`src/rtl/audio_mixer_n.sv`:
```
// audio_mixer_n: mute/volume per channel, serial sum, saturate, one-pole LPF.
// One sample takes NCH+3 clocks from strobe to ready-for-next.
module audio_mixer_n #(
  parameter int NCH       = 2,
  parameter int IN_W      = 4,
  parameter int OUT_W     = 16,
  parameter int LPF_SHIFT = 0
) (
  input  logic                  clk_sys,
  input  logic                  reset_n,
  input  logic                  ce_sample,
  input  logic [NCH*IN_W-1:0]   ch_in,
  input  logic [NCH-1:0]        ch_mute,
  input  logic [NCH*2-1:0]      vol,
  input  logic                  signed_mode,
  output logic [OUT_W-1:0]      audio_out,
  output logic                  out_valid,
  output logic                  clip,
  output logic                  overrun
);

  localparam int SW = OUT_W + $clog2(NCH) + 1;
  localparam int IW = (NCH > 1) ? $clog2(NCH) : 1;
  localparam int AW = OUT_W + LPF_SHIFT;
  localparam logic [IW-1:0] LAST = IW'(NCH - 1);
  localparam logic [OUT_W-1:0] MSB = OUT_W'(1) << (OUT_W - 1);

  typedef enum logic [1:0] {IDLE, ACC, SAT, FILT} state_t;

  state_t                r_state;
  logic [NCH*IN_W-1:0]   r_ch;
  logic [NCH-1:0]        r_mute;
  logic [NCH*2-1:0]      r_vol;
  logic                  r_sgn;
  logic [IW-1:0]         r_idx;
  logic [SW-1:0]         r_sum;
  logic [OUT_W-1:0]      r_sat;
  logic                  r_clip;
  logic [AW-1:0]         r_acc;

  logic [IN_W-1:0]       w_ch;
  logic                  w_mute;
  logic [1:0]            w_vol;
  logic [OUT_W-1:0]      w_ext;
  logic [OUT_W-1:0]      w_scaled;
  logic                  w_ovf;
  logic [OUT_W-1:0]      w_sat;
  logic [AW-1:0]         w_acc_nx;
  logic [OUT_W-1:0]      w_y;
  logic [OUT_W-1:0]      w_out;

  always_comb begin
    w_ch   = '0;
    w_mute = 1'b0;
    w_vol  = '0;
    for (int i = 0; i < NCH; i++) begin
      if (r_idx == IW'(i)) begin
        w_ch   = r_ch[i*IN_W +: IN_W];
        w_mute = r_mute[i];
        w_vol  = r_vol[i*2 +: 2];
      end
    end
  end

  // Left-justify the narrow sample so vol=3 is full scale.
  assign w_ext    = OUT_W'(w_ch) << (OUT_W - IN_W);
  assign w_scaled = w_mute ? '0 : (w_ext >> (2'd3 - w_vol));
  assign w_ovf    = |r_sum[SW-1:OUT_W];
  assign w_sat    = w_ovf ? '1 : r_sum[OUT_W-1:0];

  // With LPF_SHIFT=0 this reduces exactly to y = sat.
  assign w_acc_nx = r_acc + AW'(r_sat) - (r_acc >> LPF_SHIFT);
  assign w_y      = w_acc_nx[LPF_SHIFT +: OUT_W];
  assign w_out    = r_sgn ? (w_y ^ MSB) : w_y;

  always_ff @(posedge clk_sys or negedge reset_n) begin
    if (!reset_n) begin
      r_state   <= IDLE;
      r_ch      <= '0;
      r_mute    <= '0;
      r_vol     <= '0;
      r_sgn     <= 1'b0;
      r_idx     <= '0;
      r_sum     <= '0;
      r_sat     <= '0;
      r_clip    <= 1'b0;
      r_acc     <= '0;
      audio_out <= '0;
      out_valid <= 1'b0;
      clip      <= 1'b0;
      overrun   <= 1'b0;
    end else begin
      out_valid <= 1'b0;
      overrun   <= ce_sample && (r_state != IDLE);
      unique case (r_state)
        IDLE: begin
          if (ce_sample) begin
            r_ch    <= ch_in;
            r_mute  <= ch_mute;
            r_vol   <= vol;
            r_sgn   <= signed_mode;
            r_sum   <= '0;
            r_idx   <= '0;
            r_state <= ACC;
          end
        end
        ACC: begin
          r_sum <= r_sum + SW'(w_scaled);
          if (r_idx == LAST) r_state <= SAT;
          else               r_idx   <= r_idx + 1'b1;
        end
        SAT: begin
          r_sat   <= w_sat;
          r_clip  <= w_ovf;
          r_state <= FILT;
        end
        FILT: begin
          r_acc     <= w_acc_nx;
          audio_out <= w_out;
          out_valid <= 1'b1;
          clip      <= r_clip;
          r_state   <= IDLE;
        end
        default: r_state <= IDLE;
      endcase
    end
  end

endmodule
```
`config.mk`:
```
export PLATFORM = sky130hd
export DESIGN_NAME = audio_mixer_n
export DESIGN_NICKNAME = d
export VERILOG_FILES = /design/src/rtl/audio_mixer_n.sv
export SDC_FILE = /design/constraint.sdc
export NUM_CORES = 1
export LEC_CHECK = 0
export ABC_AREA = 1
export BUFFER_PORTS_ARGS = -buffer_cell sky130_fd_sc_hd__buf_2
export CORE_MARGIN = 1
export CORE_UTILIZATION = 60
export CTS_BUF_LIST = sky130_fd_sc_hd__clkbuf_8 sky130_fd_sc_hd__clkbuf_16
export CTS_CLUSTER_DIAMETER = 40
export DETAILED_ROUTE_END_ITERATION = 7
export HOLD_SLACK_MARGIN = 0.15
export PLACE_DENSITY = 0.81
export SKIP_LAST_GASP = 1
export SYNTH_ARGS = -nofsm -noshare
export SYNTH_HDL_FRONTEND = slang
export SYNTH_SLANG_ARGS = --single-unit
```
`constraint.sdc`:
```
create_clock -name clk_sys -period 2.8 [get_ports clk_sys]
set_input_delay 0.28 -clock clk_sys [delete_from_list [all_inputs] [get_ports clk_sys]]
set_output_delay 0.28 -clock clk_sys [all_outputs]
set_load 0.01 [all_outputs]
```
# Yosys cells after proc, flatten, opt, wreduce, memory -nomap -nowiden
# Cells that the tools add are included.
[word_totals]
register_bits = 88
inputBits = 18
output_inout_bits = 19
[op_classes]
muxes = 15
shift = 1
n_addsub = 5
n_eq_ne = 5
n_reduce_logical = 8
bitwise_logic = 1
[op_table]
columns = ["operator", "count"]
rows = [
  ["16-bit 2-to-1 mux", 3],
  ["18-bit one-hot mux with 2 select lines", 1],
  ["18-bit by 16-bit adder with 18-bit output", 1],
  ["18-bit 2-to-1 mux", 1],
  ["16-bit adder", 1],
  ["16-bit by 2-bit >> shifter with 16-bit output", 1],
  ["16-bit subtractor", 1],
  ["2-bit one-hot mux with 4 select lines", 1],
  ["2-bit 2-to-1 mux", 3],
  ["2-bit AND reduction", 3],
  ["2-bit == test, second input constant", 2],
  ["1-bit 2-to-1 mux", 4],
  ["4-bit 2-to-1 mux", 1],
  ["2-bit != test, second input constant", 2],
  ["2-bit nonzero test", 2],
  ["2-bit by 1-bit == test with 1-bit output, second input constant", 1],
  ["2-bit zero test", 1],
  ["1-bit one-hot mux with 2 select lines", 1],
  ["2-bit OR reduction", 1],
  ["2-bit subtractor, first input constant", 1],
  ["1-bit adder, second input constant", 1],
  ["1-bit logical AND", 1],
  ["1-bit inverter", 1],
]

# Depth between registers and ports, before layout
[depth]
depth_word = 6
ltp_mapped = 18
depth_no_buf = 17

# Worst setup path before layout
# OpenSTA, ideal clock, no wires.
[synth_path]
path_kind = "register to register"
from = "reg r_sat[8]"
to = "reg audio_out[11]"
stages_incl_launch_ff = 14
synth_period_minus_slack_ns = 2.317
setup_time_ns = 0.133
t_required_ns = 2.667
n_path_buf = 0
arrival_time_ns = 2.184
slack_ns = 0.483
cell_sequence = "dfrtp_1 ha_1 xnor2_1 fa_1 inv_1 nand3_1 nand3_1 nand2_1 nand2_1 nand2_1 nand2_1 nand2_1 nand3_1 o21ai_0"
[synth_via]
elab_chain_len = 3
[synth_lines]
columns = ["element", "line", "source"]
rows = [
  ["from (decl)", "37", "logic [OUT_W-1:0] r_sat;"],
  ["from (signal assigned)", "113", "r_sat <= w_sat;"],
  ["16-bit adder", "72", "assign w_acc_nx = r_acc + AW'(r_sat) - (r_acc >> LPF_SHIFT);"],
  ["16-bit subtractor", "72", ""],
  ["16-bit 2-to-1 mux", "74", "assign w_out = r_sgn ? (w_y ^ MSB) : w_y;"],
  ["to (signal assigned)", "119", "audio_out <= w_out;"],
  ["to (decl)", "16", "output logic [OUT_W-1:0] audio_out,"],
]
# Every way passes these cells.
# A chain may end at the register's enable or synchronous reset.

# Final worst setup path
[layout_path]
from = "reg r_sat[8]"
to = "reg audio_out[15]"
[layout_via]
elab_chain_len = 4
[layout_lines]
columns = ["element", "line"]
rows = [
  ["16-bit adder (*)", "72"],
  ["16-bit subtractor (*)", "72"],
  ["1-bit inverter (no line)", "-"],
  ["16-bit 2-to-1 mux (*)", "74"],
]
# Mark *: on every way between the ends. The rest lies on a longest branch, timed or not.

==> impl_metrics.toml <==
[critical_path]
timing.critical_path.arrival_ps = 2830
crit_type = "register to register"
end_kind = "register"
cp_data_required_time_ps = 3020
timing.reg2reg.setup_slack_ps = 180
crit_path_start_kind = "register"
max_fo_critical_path = 9

[cts]
number_of_cts_inserted_buffers = 5
buffer_type_at_the_clock_tree_root = "sky130_fd_sc_hd__clkbuf_8"
post_cts.repair.setup_buffers = 0
cts.sink_count = 53
path_clk_slew_ps = 110
htree_num_levels = 2
cts-root-to-sink-buffers = 2
cts_tree = "yes"
worstSkewPairLatency_ps = 320

[status]
status = "finished clean"

[layout]
final_layout_size_suffix_gt1_frac = 0.1281
number_of_antenna_diodes = 0
layout.cells.non_filler = 606
multi_input_area_um2 = 2166
register_area_um2 = 1328
final_nets = 596
fill_cells = 528
area_growth_from_synthesis_to_layout_pct = 8.352

[timing]
timing.final.crit_period_ps = 2617
final.setup_skew_ps = 7.200
max_freq_mhz = 382.1
timing.final.hold_violations = 0
setup_repair_after_global_routing_missed_its_margin = "false"
worstMarginPinSlew_ps = 767.8
report.final.slew_viol_count = 0
slew_headroom = 0.4881
fin_crit_sh = 0.9347
report.final.setup_viol = 0
setup-tns-final_ps = 0

[synth]
syn-mean-instance-area_um2 = 7.670
netlist_area_um2 = 3835
yosys_warnings = 0
ys_seq_area_frac = 0.3458
post-synth-top-area-cell = "sky130_fd_sc_hd__dfrtp_1"
post_synth_num_cell_types = 33
synth_top_area_share = 0.3458
synth.net_count = 566
post_synth_main_area_contributors = "sky130_fd_sc_hd__dfrtp_1 35%, sky130_fd_sc_hd__nand2_1 15%, sky130_fd_sc_hd__ha_1 15%, sky130_fd_sc_hd__inv_1 4.7%, sky130_fd_sc_hd__o21ai_0 4.4%"
synthCells = 500
yosys_register_bits = 53

[global_route]
grt_pass1_wl_um = 13950
maximum_number_of_pins_on_one_net_before_global_route_repair = 43
grt_antenna_before_repair = 0
track_usage = 0.2757
first_global_vias = 3241
overflow = 0

[route]
route.antenna.remaining_nets = 0
num_vias = 3254
initialDrtViolationCount = 149
firstDrtPassIters = 4
drt-wirelength-per-cell_um = 13.47
vias_per_cell = 5.370
wirelength_um = 8163
drt_drc_violations_left = 0

[min_path]
worst_hold_path_type = "primary input to register"

[placed_design]
gp_congestion = 0.9181
detailedPlacementHpwl_um = 6112
post-place-cells = 590
port-buffer-count = 36

[die]
die_area_um2 = 6715
core_um2 = 6026
starting_density_of_the_core = 0.6364
placement_row_count = 28
die_height_um = 81.95
die_w_um = 81.95
top_level_ports = 37

[power_and_ir_drop]
max-vdd-ir-drop_mv = 0.7951
pleak_nw = 2.349
p_per_area_nw_per_um2 = 1252

[flow_run]
maxCapViolCount = 0
==> stage by stage <==
| stage | hold WS, ps | total power, W | setup WS, ps | cell area (µm²) | utilization |
|---|---|---|---|---|---|
| 3_5_place_dp | 194.6 | 0.004659 | 175.9 | 3976 | 0.6599 |
| 4_1_cts | 151.1 | 0.005185 | 149.2 | 4154 | 0.6894 |
| 5_1_grt | 154.9 | 0.005771 | 2.515 | 4155 | 0.6896 |
| 2_1_floorplan | -15.59 | 0.003999 | 482.8 | 3835 | - |
| 3_3_place_gp | 193.2 | 0.004505 | 270.7 | 3976 | 0.6599 |
| 6_report | 160.1 | 0.005204 | 182.8 | 4155 | 0.6896 |
==> report_power, final <==
part	total, W	switching, W	internal [W]
Sequential	0.00137	0.000278	0.00109
Clock	0.000482	0.000293	0.000190
Combinational	0.00335	0.00210	0.00125
Total	0.00520	0.00267	0.00253
==> flip-flops by register name, summed over array words and instances, names as in the netlist <==
signal	flops
clip	1
r_sat	8
r_mute	2
r_idx	1
out_valid	1
r_sum	9
overrun	1
r_ch	8
r_sgn	1
r_vol	4
audio_out	15
r_state	2
==> worst max-delay path, stage by stage (launching register included) <==
cell and delay [ps]:
sky130_fd_sc_hd__dfrtp_1 500, sky130_fd_sc_hd__buf_4 220, sky130_fd_sc_hd__ha_1 290, sky130_fd_sc_hd__xor2_1 160
sky130_fd_sc_hd__ha_1 360, sky130_fd_sc_hd__nand2_1 140, sky130_fd_sc_hd__inv_1 50, sky130_fd_sc_hd__nand2_1 60
sky130_fd_sc_hd__nand3_1 120, sky130_fd_sc_hd__nand2_1 130, sky130_fd_sc_hd__nand2_1 80, sky130_fd_sc_hd__nand2_1 100
sky130_fd_sc_hd__nand3_1 130, sky130_fd_sc_hd__nand3_1 120, sky130_fd_sc_hd__nand2_1 70
==> cell type report <==
type                    instances  share of cell area
multi-input cells             372              0.5212
flip-flops and latches         53              0.3195
well taps                      75             0.02258
inverters                      52             0.04697
repair buffers                 46             0.06625
clock buffers                   5             0.01656
clock inverters                 3            0.006926
==> cells by family (layout without fill, tap and decap cells) <==
family	after synthesis	after routing	share of synthesized area
XOR/XNOR	16	16	0.03654
multiplexers	3	3	0.007831
AO/OA/AOI/OAI	68	68	0.1002
buffers and inverters	75	106	0.08939
flip-flops	53	53	0.3458
AND/OR/NAND/NOR	237	237	0.2597
adder cells (fa/ha/maj)	48	48	0.1605
==> path summary, 6_finish.rpt <==
kind | cells after the start | startpoint | to
max reg2reg | 14 | r_sat[8]$_DFFE_PN0P_ | audio_out[15]$_DFFE_PN0P_
max in group asynchronous | 3 | reset_n | r_idx$_DFFE_PN0P_
max | 14 | r_sat[8]$_DFFE_PN0P_ | audio_out[15]$_DFFE_PN0P_
min | 3 | ch_in[0] | r_ch[0]$_DFFE_PN0P_
min in group asynchronous | 2 | reset_n | audio_out[6]$_DFFE_PN0P_
min reg2reg | 2 | r_vol[2]$_DFFE_PN0P_ | r_vol[2]$_DFFE_PN0P_
==> cells in the mapped netlist, drive strengths merged <==
master,instances
and2,1
or2,13
buf,17
a31oi,1
xnor2,5
o22ai,7
nor3,1
nor2,30
fa,2
a21o,2
nand3,27
dfrtp,53
clkinv,1
clkbuf,6
ha,46
o21ai,39
mux2i,3
a21oi,16
nand4,3
a22o,2
xor2,11
nand3b,5
inv,51
o21bai,1
nand2,157
==> layout by cell type, fill, tap and decap left out, drive strengths merged <==
cell type | netlist | routed
a21o | 2 | 2
a21oi | 16 | 16
a22o | 2 | 2
a31oi | 1 | 1
and2 | 1 | 1
buf | 17 | 38
clkbuf | 6 | 5
clkinv | 1 | 1
dfrtp | 53 | 53
dlygate4sd3 | 0 | 8
fa | 2 | 2
ha | 46 | 46
inv | 51 | 54
mux2i | 3 | 3
nand2 | 157 | 157
nand3 | 27 | 27
nand3b | 5 | 5
nand4 | 3 | 3
nor2 | 30 | 30
nor3 | 1 | 1
o21ai | 39 | 39
o21bai | 1 | 1
o22ai | 7 | 7
or2 | 13 | 13
xnor2 | 5 | 5
xor2 | 11 | 11
==> repair_timing <==
| item | 4_1_cts | 5_1_grt |
|---|---|---|
| hold buffers | 8 | 0 |
| resized for setup | 0 | 1 |
| endpoints found under the hold margin | 18 | 0 |
| setup endpoints to repair | 0 | 4 |
==> layer usage <==
metal	wire length, µm	track usage	vias to the layer above	share of wire
met2	4124	0.4975	76	0.51
met3	247	0.03778	22	0.030
met1	3542	0.3281	1508	0.43
met5	0	0	-	0
li1	-	-	1648	-
met4	248	0.1088	0	0.030
No activity file was read; power rests on OpenSTA's default activity.
